===== src/rtl/fire_control_pkg.sv =====
// Shared definitions for the fire control path: FSM state encoding and counter sizing.
package fire_control_pkg;

  typedef enum logic [1:0] {
    S_IDLE         = 2'd0,
    S_FIRE         = 2'd1,
    S_COOLDOWN     = 2'd2,
    S_WAIT_RELEASE = 2'd3
  } state_e;

  // Bits needed to hold values 0..n-1 (minimum 1).
  function automatic int unsigned clog2(input int unsigned n);
    int unsigned r;
    r = 0;
    for (int unsigned v = n - 1; v > 0; v = v >> 1) begin
      r = r + 1;
    end
    return (r == 0) ? 1 : r;
  endfunction

endpackage


===== src/rtl/button_debounce.sv =====
// Two-flop synchroniser plus counter debounce; Level follows In_Raw only after
// DEBOUNCE_CYCLES consecutive cycles of disagreement.
module button_debounce
  import fire_control_pkg::*;
#(
  parameter int unsigned DEBOUNCE_CYCLES = 250000
) (
  input  logic Clk,
  input  logic Reset,
  input  logic In_Raw,
  output logic Level
);

  localparam int unsigned DB_W = clog2(DEBOUNCE_CYCLES);
  localparam logic [DB_W-1:0] DB_LAST = DB_W'(DEBOUNCE_CYCLES - 1);

  logic            s1_q, s1_d;
  logic            s2_q, s2_d;
  logic            level_q, level_d;
  logic [DB_W-1:0] db_cnt_q, db_cnt_d;

  // Synchroniser and debounce next-state.
  always_comb begin
    s1_d     = In_Raw;
    s2_d     = s1_q;
    level_d  = level_q;
    db_cnt_d = '0;
    if (s2_q != level_q) begin
      if (db_cnt_q == DB_LAST) begin
        level_d = s2_q;
      end else begin
        db_cnt_d = db_cnt_q + DB_W'(1);
      end
    end
  end

  // State registers.
  always_ff @(posedge Clk) begin
    if (Reset) begin
      s1_q     <= 1'b0;
      s2_q     <= 1'b0;
      level_q  <= 1'b0;
      db_cnt_q <= '0;
    end else begin
      s1_q     <= s1_d;
      s2_q     <= s2_d;
      level_q  <= level_d;
      db_cnt_q <= db_cnt_d;
    end
  end

  assign Level = level_q;

endmodule


===== src/rtl/fire_control.sv =====
// Trigger-to-fire-request stage for the Bullet block: debounce, edge detect,
// fire gating, post-shot cooldown and a saturating shot counter.
// Optional macro FIRE_CONTROL_AUTO_FIRE_EN: a held trigger repeats after each
// cooldown instead of requiring a release between shots.
module fire_control
  import fire_control_pkg::*;
#(
  parameter int unsigned DEBOUNCE_CYCLES = 250000,
  parameter int unsigned COOLDOWN_CYCLES = 2500000,
  parameter int unsigned SHOT_CNT_W      = 8
) (
  input  logic                  Clk,
  input  logic                  Reset,
  input  logic                  Button_Raw,
  input  logic                  Game_Active,
  input  logic                  Bullet_Onscreen,
  output logic                  Bullet_Fired,
  output logic                  Fire_Blocked,
  output logic [SHOT_CNT_W-1:0] Shots_Fired,
  output logic                  Button_Level
);

  localparam int unsigned CD_W = clog2(COOLDOWN_CYCLES);
  localparam logic [CD_W-1:0] CD_LAST = CD_W'(COOLDOWN_CYCLES - 1);
  localparam logic [SHOT_CNT_W-1:0] SHOTS_MAX = {SHOT_CNT_W{1'b1}};

  state_e                  state_q, state_d;
  logic [CD_W-1:0]         cd_cnt_q, cd_cnt_d;
  logic [SHOT_CNT_W-1:0]   shots_q, shots_d;
  logic                    fire_blocked_q, fire_blocked_d;
  logic                    lvl_dly_q, lvl_dly_d;
  logic                    button_level;
  logic                    press;
  logic                    can_fire;
  logic                    cd_done;

  button_debounce #(
    .DEBOUNCE_CYCLES(DEBOUNCE_CYCLES)
  ) u_debounce (
    .Clk   (Clk),
    .Reset (Reset),
    .In_Raw(Button_Raw),
    .Level (button_level)
  );

  assign press    = button_level & ~lvl_dly_q;
  assign can_fire = Game_Active & ~Bullet_Onscreen;
  assign cd_done  = (cd_cnt_q == CD_LAST);

  // State register.
  always_ff @(posedge Clk) begin
    if (Reset) begin
      state_q <= S_IDLE;
    end else begin
      state_q <= state_d;
    end
  end

  // Next-state logic; losing Game_Active aborts everything except an issued shot.
  always_comb begin
    state_d = state_q;
    case (state_q)
      S_IDLE: begin
`ifdef FIRE_CONTROL_AUTO_FIRE_EN
        if (button_level && can_fire) state_d = S_FIRE;
`else
        if (press && can_fire) state_d = S_FIRE;
`endif
      end
      S_FIRE: state_d = S_COOLDOWN;
      S_COOLDOWN: begin
        if (cd_done) begin
`ifdef FIRE_CONTROL_AUTO_FIRE_EN
          state_d = (button_level && can_fire) ? S_FIRE : S_IDLE;
`else
          state_d = button_level ? S_WAIT_RELEASE : S_IDLE;
`endif
        end
      end
      S_WAIT_RELEASE: begin
`ifdef FIRE_CONTROL_AUTO_FIRE_EN
        state_d = S_IDLE;
`else
        if (!button_level) state_d = S_IDLE;
`endif
      end
      default: state_d = S_IDLE;
    endcase
    if (!Game_Active && (state_q != S_FIRE)) state_d = S_IDLE;
  end

  // Counter, shot tally, block flag and edge-detect next values.
  always_comb begin
    cd_cnt_d       = '0;
    shots_d        = shots_q;
    lvl_dly_d      = button_level;
    fire_blocked_d = (state_d != S_IDLE) | Bullet_Onscreen | ~Game_Active;
    if (state_q == S_COOLDOWN && Game_Active && !cd_done) begin
      cd_cnt_d = cd_cnt_q + CD_W'(1);
    end
    if (state_q == S_FIRE && shots_q != SHOTS_MAX) begin
      shots_d = shots_q + SHOT_CNT_W'(1);
    end
  end

  // Datapath registers.
  always_ff @(posedge Clk) begin
    if (Reset) begin
      cd_cnt_q       <= '0;
      shots_q        <= '0;
      fire_blocked_q <= 1'b1;
      lvl_dly_q      <= 1'b0;
    end else begin
      cd_cnt_q       <= cd_cnt_d;
      shots_q        <= shots_d;
      fire_blocked_q <= fire_blocked_d;
      lvl_dly_q      <= lvl_dly_d;
    end
  end

  assign Bullet_Fired = (state_q == S_FIRE);
  assign Fire_Blocked = fire_blocked_q;
  assign Shots_Fired  = shots_q;
  assign Button_Level = button_level;

endmodule


===== config.mk =====
export PLATFORM = sky130hd
export DESIGN_NAME = fire_control
export DESIGN_NICKNAME = d
export VERILOG_FILES = /design/src/rtl/fire_control_pkg.sv /design/src/rtl/button_debounce.sv /design/src/rtl/fire_control.sv
export SDC_FILE = /design/constraint.sdc
export NUM_CORES = 1
export LEC_CHECK = 0
export BUFFER_PORTS_ARGS = -buffer_cell sky130_fd_sc_hd__buf_2
export CELL_PAD_IN_SITES_DETAIL_PLACEMENT = 0
export CELL_PAD_IN_SITES_GLOBAL_PLACEMENT = 1
export CORE_MARGIN = 4
export CORE_UTILIZATION = 49
export DETAILED_ROUTE_END_ITERATION = 16
export HOLD_SLACK_MARGIN = 0.12
export PLACE_DENSITY_LB_ADDON = 0.1
export SKIP_LAST_GASP = 1
export SLEW_MARGIN = 40
export SYNTH_ARGS = -nofsm -noshare
export SYNTH_HDL_FRONTEND = slang
export SYNTH_SLANG_ARGS = --single-unit

===== constraint.sdc =====
create_clock -name Clk -period 3 [get_ports Clk]
set_input_delay 0.3 -clock Clk [delete_from_list [all_inputs] [get_ports Clk]]
set_output_delay 0.3 -clock Clk [all_outputs]
set_load 0.01 [all_outputs]

# Word level (Yosys, flattened, before mapping)
# Index checks and enable logic that the tools add are counted.
[op_classes] bitwise=9 n_eq_ne=8 n_reduce_logical=12 addsub=3 muxes=6
[ops] op="22-bit by 1-bit adder with 22-bit output, second input constant" n=1
[ops] op="22-bit equality test, second input constant" n=1
[ops] op="18-bit by 1-bit adder with 18-bit output, second input constant" n=1
[ops] op="18-bit equality test, second input constant" n=1
[ops] op="2-bit 2-to-1 mux" n=5
[ops] op="8-bit by 1-bit adder with 8-bit output, second input constant" n=1
[ops] op="8-bit != test, second input constant" n=1
[ops] op="2-bit case mux with 4 select lines" n=1
[ops] op="1-bit logical AND" n=5
[ops] op="1-bit NOT" n=5
[ops] op="2-bit equality test, second input constant" n=2
[ops] op="3-bit OR reduction" n=1
[ops] op="1-bit AND" n=2
[ops] op="2-bit by 1-bit equality test with 1-bit output, second input constant" n=1
[ops] op="1-bit logical NOT" n=2
[ops] op="2-bit logical NOT" n=1
[ops] op="2-bit by 1-bit != test with 1-bit output, second input constant" n=1
[ops] op="1-bit OR" n=2
[ops] op="2-bit AND reduction" n=1
[ops] op="2-bit nonzero test" n=1
[ops] op="2-bit OR reduction" n=1
[ops] op="1-bit != test" n=1
[word_totals] wordCells=47 regBits=55 out_inout_bits=11 input_bits=5

# Depth between registers and ports, before layout
[logic_depth] depth_word=9 mapped_depth=6 mapped_depth_nobuf=5

# Modules after synthesis
# A second synthesis with hierarchy kept.
[hier_totals] hier_cells=285 area_unflattened_um2=2459.9
[by_module_without_submodules] mod="fire_control" instances=1 area_each_um2=1546.5 cells_per_inst=181 seq_area_each_um2=680.7
[by_module_without_submodules] mod="button_debounce" instances=1 area_each_um2=913.4 cells_per_inst=104 seq_area_each_um2=420.4

# Worst setup path after synthesis
# OpenSTA, ideal clock, no wires.
[synth_path] kind="reg-to-reg" startpoint="register cd_cnt_q[0]" endpoint="register cd_cnt_q[10]" path_slack_ps=1405 path_buffers=1 synth_period_minus_slack_ps=1595 stages_incl_launch_ff=7 arrival_time_ps=1477 t_required_ps=2883 setup_time_ps=117 cell_sequence="dfxtp_1 ha_1 and4_1 nand4_1 o211ai_1 buf_2 nor2_1"
[synth_between] elab_chain_cells=5 word_cells_on_any_way=6 classes_between="add/sub: 1; eq/ne: 1; bitwise: 1; reduce/logical: 3"
[synth_rtl] item="start: declaration" line_no="fire_control.sv:28" text="logic [CD_W-1:0] cd_cnt_q, cd_cnt_d;"
[synth_rtl] item="start signal: assignment" line_no="fire_control.sv:114" text="cd_cnt_q <= cd_cnt_d;"
[synth_rtl] item="parallel branches: the longest is 5 deep, another holds 22-bit by 1-bit adder with 22-bit output"
# Parallel ways; which one is timed is not known.
# A chain may end at the register's enable or synchronous reset.

# Final worst setup path
[layout_path] startpoint="register cd_cnt_q[0]" endpoint="register cd_cnt_q[8]"
# Same word-level chain as after synthesis.

==> metrics.yaml <==
outcome: "finished, final reports clean"
cts_root_buf: "clkbuf_8"
vias: 1983
p_leak_nw: 0.9181
peakVddDrop_mv: 0.2565
setup_viol: 0
drt-initial-drc-count: 78
syn_inst: 284
crit_start: "cd_cnt_q[0]$_SDFF_PP0_"
holdWs_ns: 0.2080
reg2reg_to: "cd_cnt_q[8]$_SDFF_PP0_"
dp_hpwl_um: 3196
power.density_nw_per_um2: 417.9
antenna_left: 0
final_hold_viol_count: 0
ys_ff_latch: 55
final_area_um2: 2719
yosys_warnings: 0
crit_end: "cd_cnt_q[8]$_SDFF_PP0_"
antenna_found_initial: 0
clock_latency_ns: 0.30
placementRows: 25
cp-end-kind: "flop"
period_needed_ns: 1.796
worstHoldPathType: "in -> reg"
nNetsFinal: 307
grt_overflow: 0
fin_worst_skew_ns: 0.007896
arrival_ns: 1.98
cts_tree: "built"
worst_slew_pin_slew_ns: 0.6950
die_x_um: 79.61
first_pass_iters: 4
portBuffers: 15
syn_area_um2: 2512
slew_headroom_pct: 53.66
rsz0062_at_grt: "false"
clk_pin_slew_ns: 0.09
drive_gt1_share_pct: 11.33
fmax_ghz: 0.5567
grt_usage_pct: 16.19
setup_tns_ns: 0
cts_buffers: 5
cts.hold.buffers_added: 0
avgSynthCellArea_um2: 8.847
seqCellArea_um2: 1101
crit_type: "reg -> reg"
multi_input_area_um2: 1336
viasPerCell: 5.403
synth_cell_type_count: 43
total_power_mw: 1.136
die_h_um: 79.61
fill_cells: 450
r2r_start: "cd_cnt_q[0]$_SDFF_PP0_"
slew_viol_final: 0
clockBufferDepth: 2
worstPathRequired_ns: 3.19
r2r_slack_ns: 1.20
synthToLayoutAreaGrowth_pct: 8.217
cts_resized: 0
gp_congestion: 0.7465
num_io_pins: 16
start_util_pct: 51.82
yosysSeqAreaShare_pct: 43.82
core-area_um2: 4848
critPathLaunchType: "flop"
rr_worst_depth: 6
grt_start_max_net_pins: 23
drt-total-wl_um: 4502
grt_pass1_wl_um: 8307
htreeDepth: 2
routedWlPerCell_um: 12.27
synth_fp_nets: 292
period_share_pct: 59.88
max_cap_viol_count: 0
drc: 0
cts_setup_buffers: 0
antenna_cells: 0
dieArea_um2: 6337
place_area_um2: 2634
grt_pass1_vias: 1878
worstPathMaxFanout: 22
cts.sinks: 55
## layout make-up
type                    count  area share [%]
clock inverters             2          0.4602
repair buffers             16           3.037
multi-input cells         213           49.15
well taps                  67           3.083
inverters                   8           1.104
clock buffers               6           2.669
flip-flops and latches     55           40.50
## routing by layer
layer / wire (um) / track usage [%] / vias to the layer above
met3: 139 / 3.386 / 2
li1: - / - / 1044
met5: 0 / 0 / -
met4: 28 / 4.639 / 0
met2: 2049 / 25.88 / 17
met1: 2284 / 22.00 / 920
## Yosys cell counts, drive strengths merged
cell	n	area, um2
dfxtp	55	1101
nor2	40	150.1
nand3	21	105.1
a21oi	16	83.83
xor2	15	131.4
xnor2	14	122.6
nand4	13	102.6
nand2	12	55.06
o21ai	12	63.81
and3	10	62.56
or3	9	56.30
inv	8	30.03
or4	7	56.30
buf	6	37.53
o31ai	6	45.04
nor2b	5	31.28
nor4	5	31.28
o211ai	4	30.03
and4	3	28.78
ha	3	37.54
nor3	3	15.01
nor4b	3	26.28
clkbuf	2	7.510
nand4b	2	17.52
or2	2	15.02
a21o	1	7.510
and2	1	6.260
and2b	1	7.510
and4b	1	10.01
mux2	1	11.26
mux2i	1	10.01
nor3b	1	7.510
o2111ai	1	8.760
## worst min-delay path by stage
stage	from	endpoint	slack (ns)	cells after the start
after floorplan	u_debounce.s1_q$_SDFF_PP0_	u_debounce.s2_q$_SDFF_PP0_	0.41	1
after global placement	u_debounce.db_cnt_q[0]$_SDFF_PP0_	u_debounce.db_cnt_q[0]$_SDFF_PP0_	0.43	1
after detailed placement	u_debounce.db_cnt_q[0]$_SDFF_PP0_	u_debounce.db_cnt_q[0]$_SDFF_PP0_	0.45	1
after CTS	Button_Raw	u_debounce.s1_q$_SDFF_PP0_	0.20	2
after global routing	Button_Raw	u_debounce.s1_q$_SDFF_PP0_	0.21	2
final	Button_Raw	u_debounce.s1_q$_SDFF_PP0_	0.21	2
## layout by cell type (no fill, tap or decap), drive strengths merged, types with 9 or more instances in the layout
master / instances
a21oi: 16
and3: 10
buf: 16
dfxtp: 55
nand2: 12
nand3: 21
nand4: 13
nor2: 40
o21ai: 12
or3: 9
xnor2: 14
xor2: 15
## worst max-delay path, cell delays in order (launching register included)
cell      delay, ns
dfxtp_1        0.41
ha_1           0.24
and4_1         0.31
nand4_1        0.17
o211ai_1       0.19
buf_4          0.28
nor2_1         0.08
## power breakdown
| part | leakage, nW | switching (mW) | internal [mW] | total (mW) |
|---|---|---|---|---|
| Clock | 0.0412 | 0.225 | 0.164 | 0.389 |
| Sequential | 0.443 | 0.000976 | 0.732 | 0.733 |
| Combinational | 0.433 | 0.00945 | 0.00552 | 0.0150 |
## kinds of logic (layout without fill, tap and decap cells)
logic type               after synthesis  in the layout  synth area share (%)
flip-flops                            55             55                 43.82
AO/OA/AOI/OAI                         40             40                 9.512
buffers and inverters                 16             32                 2.988
multiplexers                           2              2                0.8466
XOR/XNOR                              29             29                 10.11
AND/OR/NAND/NOR                      139            139                 31.23
adder cells (fa/ha/maj)                3              3                 1.494
## per-stage QoR
step | setup slack (ns) | util (%) | instances
CTS | 1.169 | 56.08 | 367
floorplan | 1.405 | - | 284
detailed placement | 1.202 | 54.32 | 359
global placement | 1.221 | 54.32 | 359
finish | 1.204 | 56.08 | 367
global route | 0.9636 | 56.08 | 367
## flip-flops by register name, indices dropped and copies added, names as in the netlist
signal	flops
Fire_Blocked	1
Shots_Fired	8
cd_cnt_q	22
lvl_dly_q	1
state_q	2
u_debounce.Level	1
u_debounce.db_cnt_q	18
u_debounce.s1_q	1
u_debounce.s2_q	1
Power figures use the tool's default switching activity.
